--- src/rtl/uart_baud_nco_pkg.sv ---
// Shared constants and the phase-increment helper for the fractional-N
// UART baud generator and its benches.
package uart_baud_nco_pkg;

   localparam int unsigned DEF_CLOCK_RATE = 42_000_000;
   localparam int unsigned DEF_BAUD_RATE  = 115_200;
   localparam int unsigned DEF_OVERSAMPLE = 16;
   localparam int unsigned DEF_ACC_W      = 24;

   // Rounded phase increment: (baud*os*2^w + clk/2) / clk in 64-bit math.
   function automatic longint unsigned uart_inc(
      input longint unsigned clk_hz,
      input longint unsigned baud_hz,
      input longint unsigned os,
      input int unsigned     acc_w
   );
      return (baud_hz * os * (64'd1 << acc_w) + clk_hz / 64'd2) / clk_hz;
   endfunction

endpackage

--- src/rtl/uart_baud_nco_acc.sv ---
// Phase accumulator with a registered carry strobe. The carry flop is high
// for one clock after each accumulator wrap; clear or disable zeroes both.
module uart_nco_acc #(
   parameter int unsigned ACC_W = 24
) (
   input  logic             clk,
   input  logic             rst_n,
   input  logic             i_en,
   input  logic             i_clear,
   input  logic [ACC_W-1:0] i_inc,
   output logic             o_carry
);

   logic [ACC_W-1:0] r_acc;
   logic             r_carry;

   // Accumulate the increment each enabled clock; capture the wrap as carry.
   // NOTE: every flop uses non-blocking (<=) so all registers see pre-edge values.
   always_ff @(posedge clk or negedge rst_n) begin
      if (!rst_n) begin
         r_acc   <= '0;
         r_carry <= 1'b0;
      end else if (!i_en || i_clear) begin
         r_acc   <= '0;
         r_carry <= 1'b0;
      end else begin
         {r_carry, r_acc} <= {1'b0, r_acc} + {1'b0, i_inc};
      end
   end

   assign o_carry = r_carry;

endmodule

--- src/rtl/uart_baud_nco.sv ---
// Fractional-N baud generator: rx_tick at BAUD*OVERSAMPLE, tx_tick at BAUD.
// Optional runtime increment register enabled by `define UART_BAUD_NCO_CFG_EN;
// without it cfg_inc/cfg_load are accepted but ignored.
module uart_baud_nco
   import uart_baud_nco_pkg::*;
#(
   parameter int unsigned CLOCK_RATE = DEF_CLOCK_RATE,
   parameter int unsigned BAUD_RATE  = DEF_BAUD_RATE,
   parameter int unsigned OVERSAMPLE = DEF_OVERSAMPLE,
   parameter int unsigned ACC_W      = DEF_ACC_W
) (
   input  logic                          clk,
   input  logic                          rst_n,
   input  logic                          en,
   input  logic [ACC_W-1:0]              cfg_inc,
   input  logic                          cfg_load,
   output logic                          rx_tick,
   output logic                          tx_tick,
   output logic [$clog2(OVERSAMPLE)-1:0] os_phase
);

   localparam int unsigned       OS_W        = $clog2(OVERSAMPLE);
   localparam longint unsigned   INC_DEFAULT = uart_inc(64'(CLOCK_RATE), 64'(BAUD_RATE),
                                                        64'(OVERSAMPLE), ACC_W);
   localparam logic [OS_W-1:0]   OS_LAST     = OS_W'(OVERSAMPLE - 1);

   // An increment of zero never ticks; one of 2^ACC_W or more cannot be held.
   if ((INC_DEFAULT == 64'd0) || (INC_DEFAULT >= (64'd1 << ACC_W))) begin : g_inc_range
      $error("uart_baud_nco: INC_DEFAULT out of range for ACC_W");
   end

   logic [ACC_W-1:0] w_inc;
   logic             w_clear;
   logic             w_carry;
   logic             r_rx_tick;
   logic             r_tx_tick;
   logic [OS_W-1:0]  r_os_phase;

`ifdef UART_BAUD_NCO_CFG_EN
   logic [ACC_W-1:0] r_inc;

   // Runtime increment: reset to the default, replaced on each cfg_load.
   always_ff @(posedge clk or negedge rst_n) begin
      if (!rst_n) begin
         r_inc <= ACC_W'(INC_DEFAULT);
      end else if (cfg_load) begin
         r_inc <= cfg_inc;
      end
   end

   assign w_inc   = r_inc;
   assign w_clear = cfg_load;
`else
   logic w_cfg_unused;

   assign w_inc        = ACC_W'(INC_DEFAULT);
   assign w_clear      = 1'b0;
   assign w_cfg_unused = ^{cfg_inc, cfg_load};
`endif

   uart_nco_acc #(
      .ACC_W (ACC_W)
   ) u_acc (
      .clk     (clk),
      .rst_n   (rst_n),
      .i_en    (en),
      .i_clear (w_clear),
      .i_inc   (w_inc),
      .o_carry (w_carry)
   );

   // Register the tick strobes and advance the oversample index on each rx_tick.
   always_ff @(posedge clk or negedge rst_n) begin
      if (!rst_n) begin
         r_rx_tick  <= 1'b0;
         r_tx_tick  <= 1'b0;
         r_os_phase <= '0;
      end else if (!en || w_clear) begin
         r_rx_tick  <= 1'b0;
         r_tx_tick  <= 1'b0;
         r_os_phase <= '0;
      end else begin
         r_rx_tick <= w_carry;
         r_tx_tick <= w_carry && (r_os_phase == OS_LAST);
         if (w_carry) begin
            r_os_phase <= (r_os_phase == OS_LAST) ? '0 : r_os_phase + OS_W'(1);
         end
      end
   end

   assign rx_tick  = r_rx_tick;
   assign tx_tick  = r_tx_tick;
   assign os_phase = r_os_phase;

endmodule

--- config.mk ---
export PLATFORM = sky130hd
export DESIGN_NAME = uart_baud_nco
export DESIGN_NICKNAME = d
export VERILOG_FILES = /design/src/rtl/uart_baud_nco_pkg.sv /design/src/rtl/uart_baud_nco_acc.sv /design/src/rtl/uart_baud_nco.sv
export SDC_FILE = /design/constraint.sdc
export NUM_CORES = 1
export LEC_CHECK = 0
export CORE_UTILIZATION = 53
export CTS_CLUSTER_SIZE = 12
export DETAILED_ROUTE_END_ITERATION = 7
export PLACE_DENSITY = 0.91
export SYNTH_ARGS = -nofsm -noshare
export SYNTH_HDL_FRONTEND = slang
export SYNTH_SLANG_ARGS = --single-unit
--- constraint.sdc ---
create_clock -name clk -period 3.3 [get_ports clk]
set_input_delay 0.825 -clock clk [delete_from_list [all_inputs] [get_ports clk]]
set_output_delay 0.825 -clock clk [all_outputs]
set_load 0.02 [all_outputs]
Word level (Yosys, flattened, before mapping)

Cells that the tools add are included.

Bits in registers: 31
Input port bits: 28
Output and inout bits: 6
Logic and storage cells: 17

$add $sub $neg: 2
Equal/unequal tests: 2
Mux-type cells: 7
Reduce and logical (&&, ||, !) cells: 1

Operators with widths:

| cell                                           | count |
|---|---|
| adder 24 x 20 -> 25 bit, second input constant | 1 |
| two-way mux 24 bit                             | 1 |
| two-way mux 4 bit                              | 3 |
| adder 4 x 1 -> 4 bit, second input constant    | 1 |
| == test 4 bit, second input constant           | 1 |
| two-way mux 1 bit                              | 3 |
| != test 2 x 1 -> 1 bit, second input constant  | 1 |
| logical AND 1 bit                              | 1 |

Depth between registers and ports, before layout

Depth in word-level cells: 4
Mapped depth: 6
Depth with buffers taken out: 6

Modules after synthesis

From an unflattened synthesis, not the netlist that was laid out.

Cell total of the unflattened synthesis: 263
Area total of the unflattened synthesis: 2336.0 um^2

By module, submodules not included:

| module        | instances | cells an instance | area each (um^2) | seq. area each (um^2) |
|---|---|---|---|---|
| uart_nco_acc  | 1         | 239               | 2059.5           | 625.6 |
| uart_baud_nco | 1         | 24                | 276.5            | 150.1 |

Worst setup path after synthesis

No wires, ideal clock.

Path type: register to register
From: reg u_acc.r_acc[3]
To: reg u_acc.r_acc[21]
Library setup time: 129 ps
Arrival: 1437 ps
Required time: 3171 ps
Slack: 1734 ps
Cell stages (with the launch flop): 7
Buffers on the path: 0
Period minus slack after synthesis: 1566 ps
Cell sequence: dfrtp_1 inv_1 ha_1 and2b_4 a2111oi_4 o32ai_2 mux2i_1

Longest elaborated chain between the ends: 2

Ends and longest elaborated chain:

| what                    | RTL line                | source |
|---|---|---|
| from (decl)             | uart_baud_nco_acc.sv:14 | `logic [ACC_W-1:0] r_acc;` |
| from (signal assigned)  | uart_baud_nco_acc.sv:27 | `{r_carry, r_acc} <= {1'b0, r_acc} + {1'b0, i_inc};` |
| adder 24 x 20 -> 25 bit | uart_baud_nco_acc.sv:27 |  |
| two-way mux 24 bit      | uart_baud_nco_acc.sv:23 | `end else if (!i_en \|\| i_clear) begin` |

Every way passes these cells.
A chain may end at the register's enable or synchronous reset.

Worst setup path in the final report

From: reg r_os_phase[0], in the netlist os_phase[0]
To: out os_phase[0]

RTL lines:

| what                   | RTL line            | source |
|---|---|---|
| from (decl)            | uart_baud_nco.sv:37 | `logic [OS_W-1:0] r_os_phase;` |
| from (signal assigned) | uart_baud_nco.sv:86 | `r_os_phase <= (r_os_phase == OS_LAST) ? '0 : r_os_phase + OS_W'(1);` |
| to (decl)              | uart_baud_nco.sv:19 | `output logic [$clog2(OVERSAMPLE)-1:0] os_phase` |

No word-level cell between the ends.

==> flow_summary.ini <==
[outcome]
outcome = finished, final reports clean

[power]
part_of_the_total_power_dissipated_in_combinational_logic_pct = 19.8
post-layout-total-power_w = 0.000812
internal_power_w = 0.000575
clkPwrFrac_pct = 27.7
netSwitchingPower_w = 0.000237
vdd.ir_drop.worst_uv = 304
netSwitchingFraction_pct = 29.2
power.density_cell_area_mw_per_mm2 = 497
leakage_nw = 0.713
pwr-share-seq_pct = 52.6

[worst_setup_path]
crit_family = buffers and inverters
timing.critical_path.required_ns = 2.47
timing.critical_path.arrival_ns = 1.45
crit_path_max_incr_delay_ns = 0.64
cp_max_fo = 6
critical_path.cell_chain = clkdlybuf4s50_1
timing.critical_path.slowest_stage_cell = clkdlybuf4s50_1
worst_r2r_endpoint = u_acc.r_acc[21]
ff2ff_setup_slack_ns = 1.52
worst_case_reg_to_reg_path_depth = 6
worst_setup_path_end_kind = output port
timing.critical_path.buf_inv = 1
timing.critical_path.from_type = flop
r2r_start = u_acc.r_acc[3]
timing_worst_setup_path_type = reg -> out

[min_path]
worstHoldPathType = reg -> reg
worst_hold_path.num_cells = 1
holdCritStartpoint = u_acc.r_acc[3]
worst_hold_path.endpoint = u_acc.r_acc[3]

[cells_and_area]
diodes = 0
finalNonFillerCells = 186
layout-drive-gt1-share_pct = 12.8
final_nets = 187
layout-area-overhead-vs-synth_pct = 11.1

[grt]
grt_use_met3_pct = 3.89
grt_first_pass_wirelength_um = 4650
grtUsageTotal_pct = 22.0
grt_remaining_overflow = 0
first_global_vias = 1043
number_of_antenna_violations_at_the_first_check_in_global_routing = 0
largest_net_degree_at_the_start_of_global_routing = 29
global_route_met1_usage_pct = 27.6
m2_gr_usage_pct = 38.2
top_usage_layer = met2

[sta]
fin_tns_setup_ns = 0
slew_violations = 0
final_min_period_over_clock_period_pct = 69.1
fin_worst_hold_slack_ns = 0.489
hold_violations = 0
rsz0062_at_grt = false
worst_slew_pin_slew_ns = 0.542
timing.final.setup_violations = 0
clock_skew_ns = 0.0135
max_freq_mhz = 439
final.min_clock_period_ns = 2.28
slew-limit-headroom_pct = 63.6
final.setup.worst_slack_ns = 1.02

[detailed_routing]
route.vias.total = 1112
postRouteAntennaNets = 0
avgViaCountPerCell = 5.98
wl_per_cell_um = 15.5
initialDrtViolationCount = 21
detail_route.wirelength_um = 2880
detail_route.first_pass.iterations = 4
remaining_drc_errors = 0

[logic_synthesis]
synth_compound_area_share_pct = 16.0
ys_async_sr_fraction_pct = 100
muxShareOfSynthArea_pct = 4.77
synth_flop_cell = dfrtp_1
yosysTopAreaCell = dfrtp_1
netlist_area_mm2 = 0.00147
synthTopCellsByArea = dfrtp_1, mux2i_1, nor2_1, a21oi_1, xor2_1
post_synth_inst_count = 145
ys_types = 44
yosys_warnings = 0
post_synth_fa_ha_maj_area_fraction_pct = 1.70
seq_area_frac_synth_pct = 47.7
postSynthRegisterBits = 28
synth-xor-area-share_pct = 4.77
post_synth_and_or_nand_nor_area_fraction_pct = 22.3
synthesis.area_per_instance_um2 = 10.1
main_combinational_cell_family_by_area_after_synthesis = simple AND/OR/NAND/NOR gates
netlist.area_leader.share_pct = 47.7
synth_enable_flop_cells = 0
postSynthNetCount = 175

[clock_tree]
cts_tree = done
post-cts-setup-buffer-count = 0
clock_pin_slew_on_the_worst_setup_and_hold_paths_ns = 0.16
cts_bufs_inserted = 3
cts.sinks = 28
cts_hold_buf = 0
cts_root_buffer = clkbuf_4
cts-resized-gates = 0
cts_max_level = 1
clk_path_buf_depth = 2
insertion_delay_ns = 0.33

[die]
floorplan.initialDensity_pct = 57.8
num_io_pins = 34
fp.coreArea_mm2 = 0.00254
die_w_um = 54.7
floorplan.rows = 18
fp.dieH_um = 54.7
die_footprint_mm2 = 0.00299

[placed_design]
place_worst_setup_slack_ns = 0.855
place_inst = 182
hpwlAfterDp_um = 2030
gp_congestion = 0.750
number_of_input_and_output_port_buffers_inserted = 8

[flow_run]
max_cap_viol_count = 0
==> power by group through the flow <==
stage          Sequential, W  Clock, W  Combinational [W]
2_1_floorplan       0.000420         0           0.000130
3_3_place_gp        0.000427         0           0.000152
3_5_place_dp        0.000432         0           0.000161
4_1_cts             0.000425  0.000227           0.000162
5_1_grt             0.000433  0.000237           0.000179
6_report            0.000427  0.000225           0.000161
==> how the worst max path moves through the flow <==
stage                              start               to  slack, ns  depth (start not counted)
after CTS                    os_phase[0]      os_phase[0]       1.01                          1
after floorplan           u_acc.r_acc[3]  u_acc.r_acc[21]       1.73                          6
after global routing         os_phase[0]      os_phase[0]       0.97                          1
after detailed placement              en  u_acc.r_acc[22]       0.86                          6
final                        os_phase[0]      os_phase[0]       1.02                          1
after global placement                en  u_acc.r_acc[22]       0.87                          6
==> Yosys cell counts (2+ instances only) <==
master	number
a21oi_1	11
nand2_1	13
xnor2_1	2
inv_1	4
xor2_1	6
nand2b_1	4
o21ai_0	5
nand4_1	2
nor3_1	4
mux2i_1	7
and3_1	2
a21oi_2	2
nand3_1	5
and2_1	2
nor2_1	15
dfrtp_1	28
ha_1	2
or2_2	2
or3_1	3
and4_1	2
==> metal layers <==
metal	vias up	part of all wire [%]
met1	549	44
li1	532	-
met5	-	0
met2	29	52
met3	2	3.6
met4	0	0.42
==> per-stage QoR <==
step	util [%]	instance area, µm²
after CTS	64.2	1630
after global placement	62.1	1580
after detailed placement	62.1	1580
after global routing	64.2	1630
final	64.2	1630
after floorplan	-	1470
==> kinds of logic (layout without fill, tap and decap cells) <==
| logic type | Yosys count | in the layout |
|---|---|---|
| simple gates | 61 | 61 |
| compound gates | 31 | 31 |
| flops | 28 | 28 |
| xor+xnor | 8 | 8 |
| buf+inv | 8 | 19 |
| mux | 7 | 7 |
| fa+ha+maj | 2 | 2 |
==> sequential cells by signal, indices dropped and copies added, names as in the netlist <==
register,count
u_acc.r_acc,21
rx_tick,1
os_phase,4
u_acc.o_carry,1
tx_tick,1
==> layout make-up <==
class	instances	area, µm²
clock inverter	1	30.0
timing repair buffer	10	95.1
multi-input combinational	109	728
tap	30	37.5
inverter	5	18.8
fill	188	912
sequential	28	701
clock buffer	3	22.5
==> worst reg2reg max path: stages, from the launching register on <==
cell and delay [ns]:
dfrtp_1 0.44, inv_1 0.07, ha_1 0.16, and2b_4 0.22, a2111oi_4 0.50, o32ai_2 0.16, mux2i_1 0.14
==> placed cells by master (no fill, tap or decap), types with 3 or more instances in the layout <==
cell type        Yosys  layout
xor2_1               6       6
o21ai_0              5       5
nor2_1              15      15
nor3_1               4       4
a21oi_1             11      11
clkbuf_4             0       3
inv_1                4       4
nand3_1              5       5
clkdlybuf4s50_1      0       8
dfrtp_1             28      28
nand2_1             13      13
nand2b_1             4       4
mux2i_1              7       7
or3_1                3       3
Note: power is estimated with default switching activity, not from simulation.
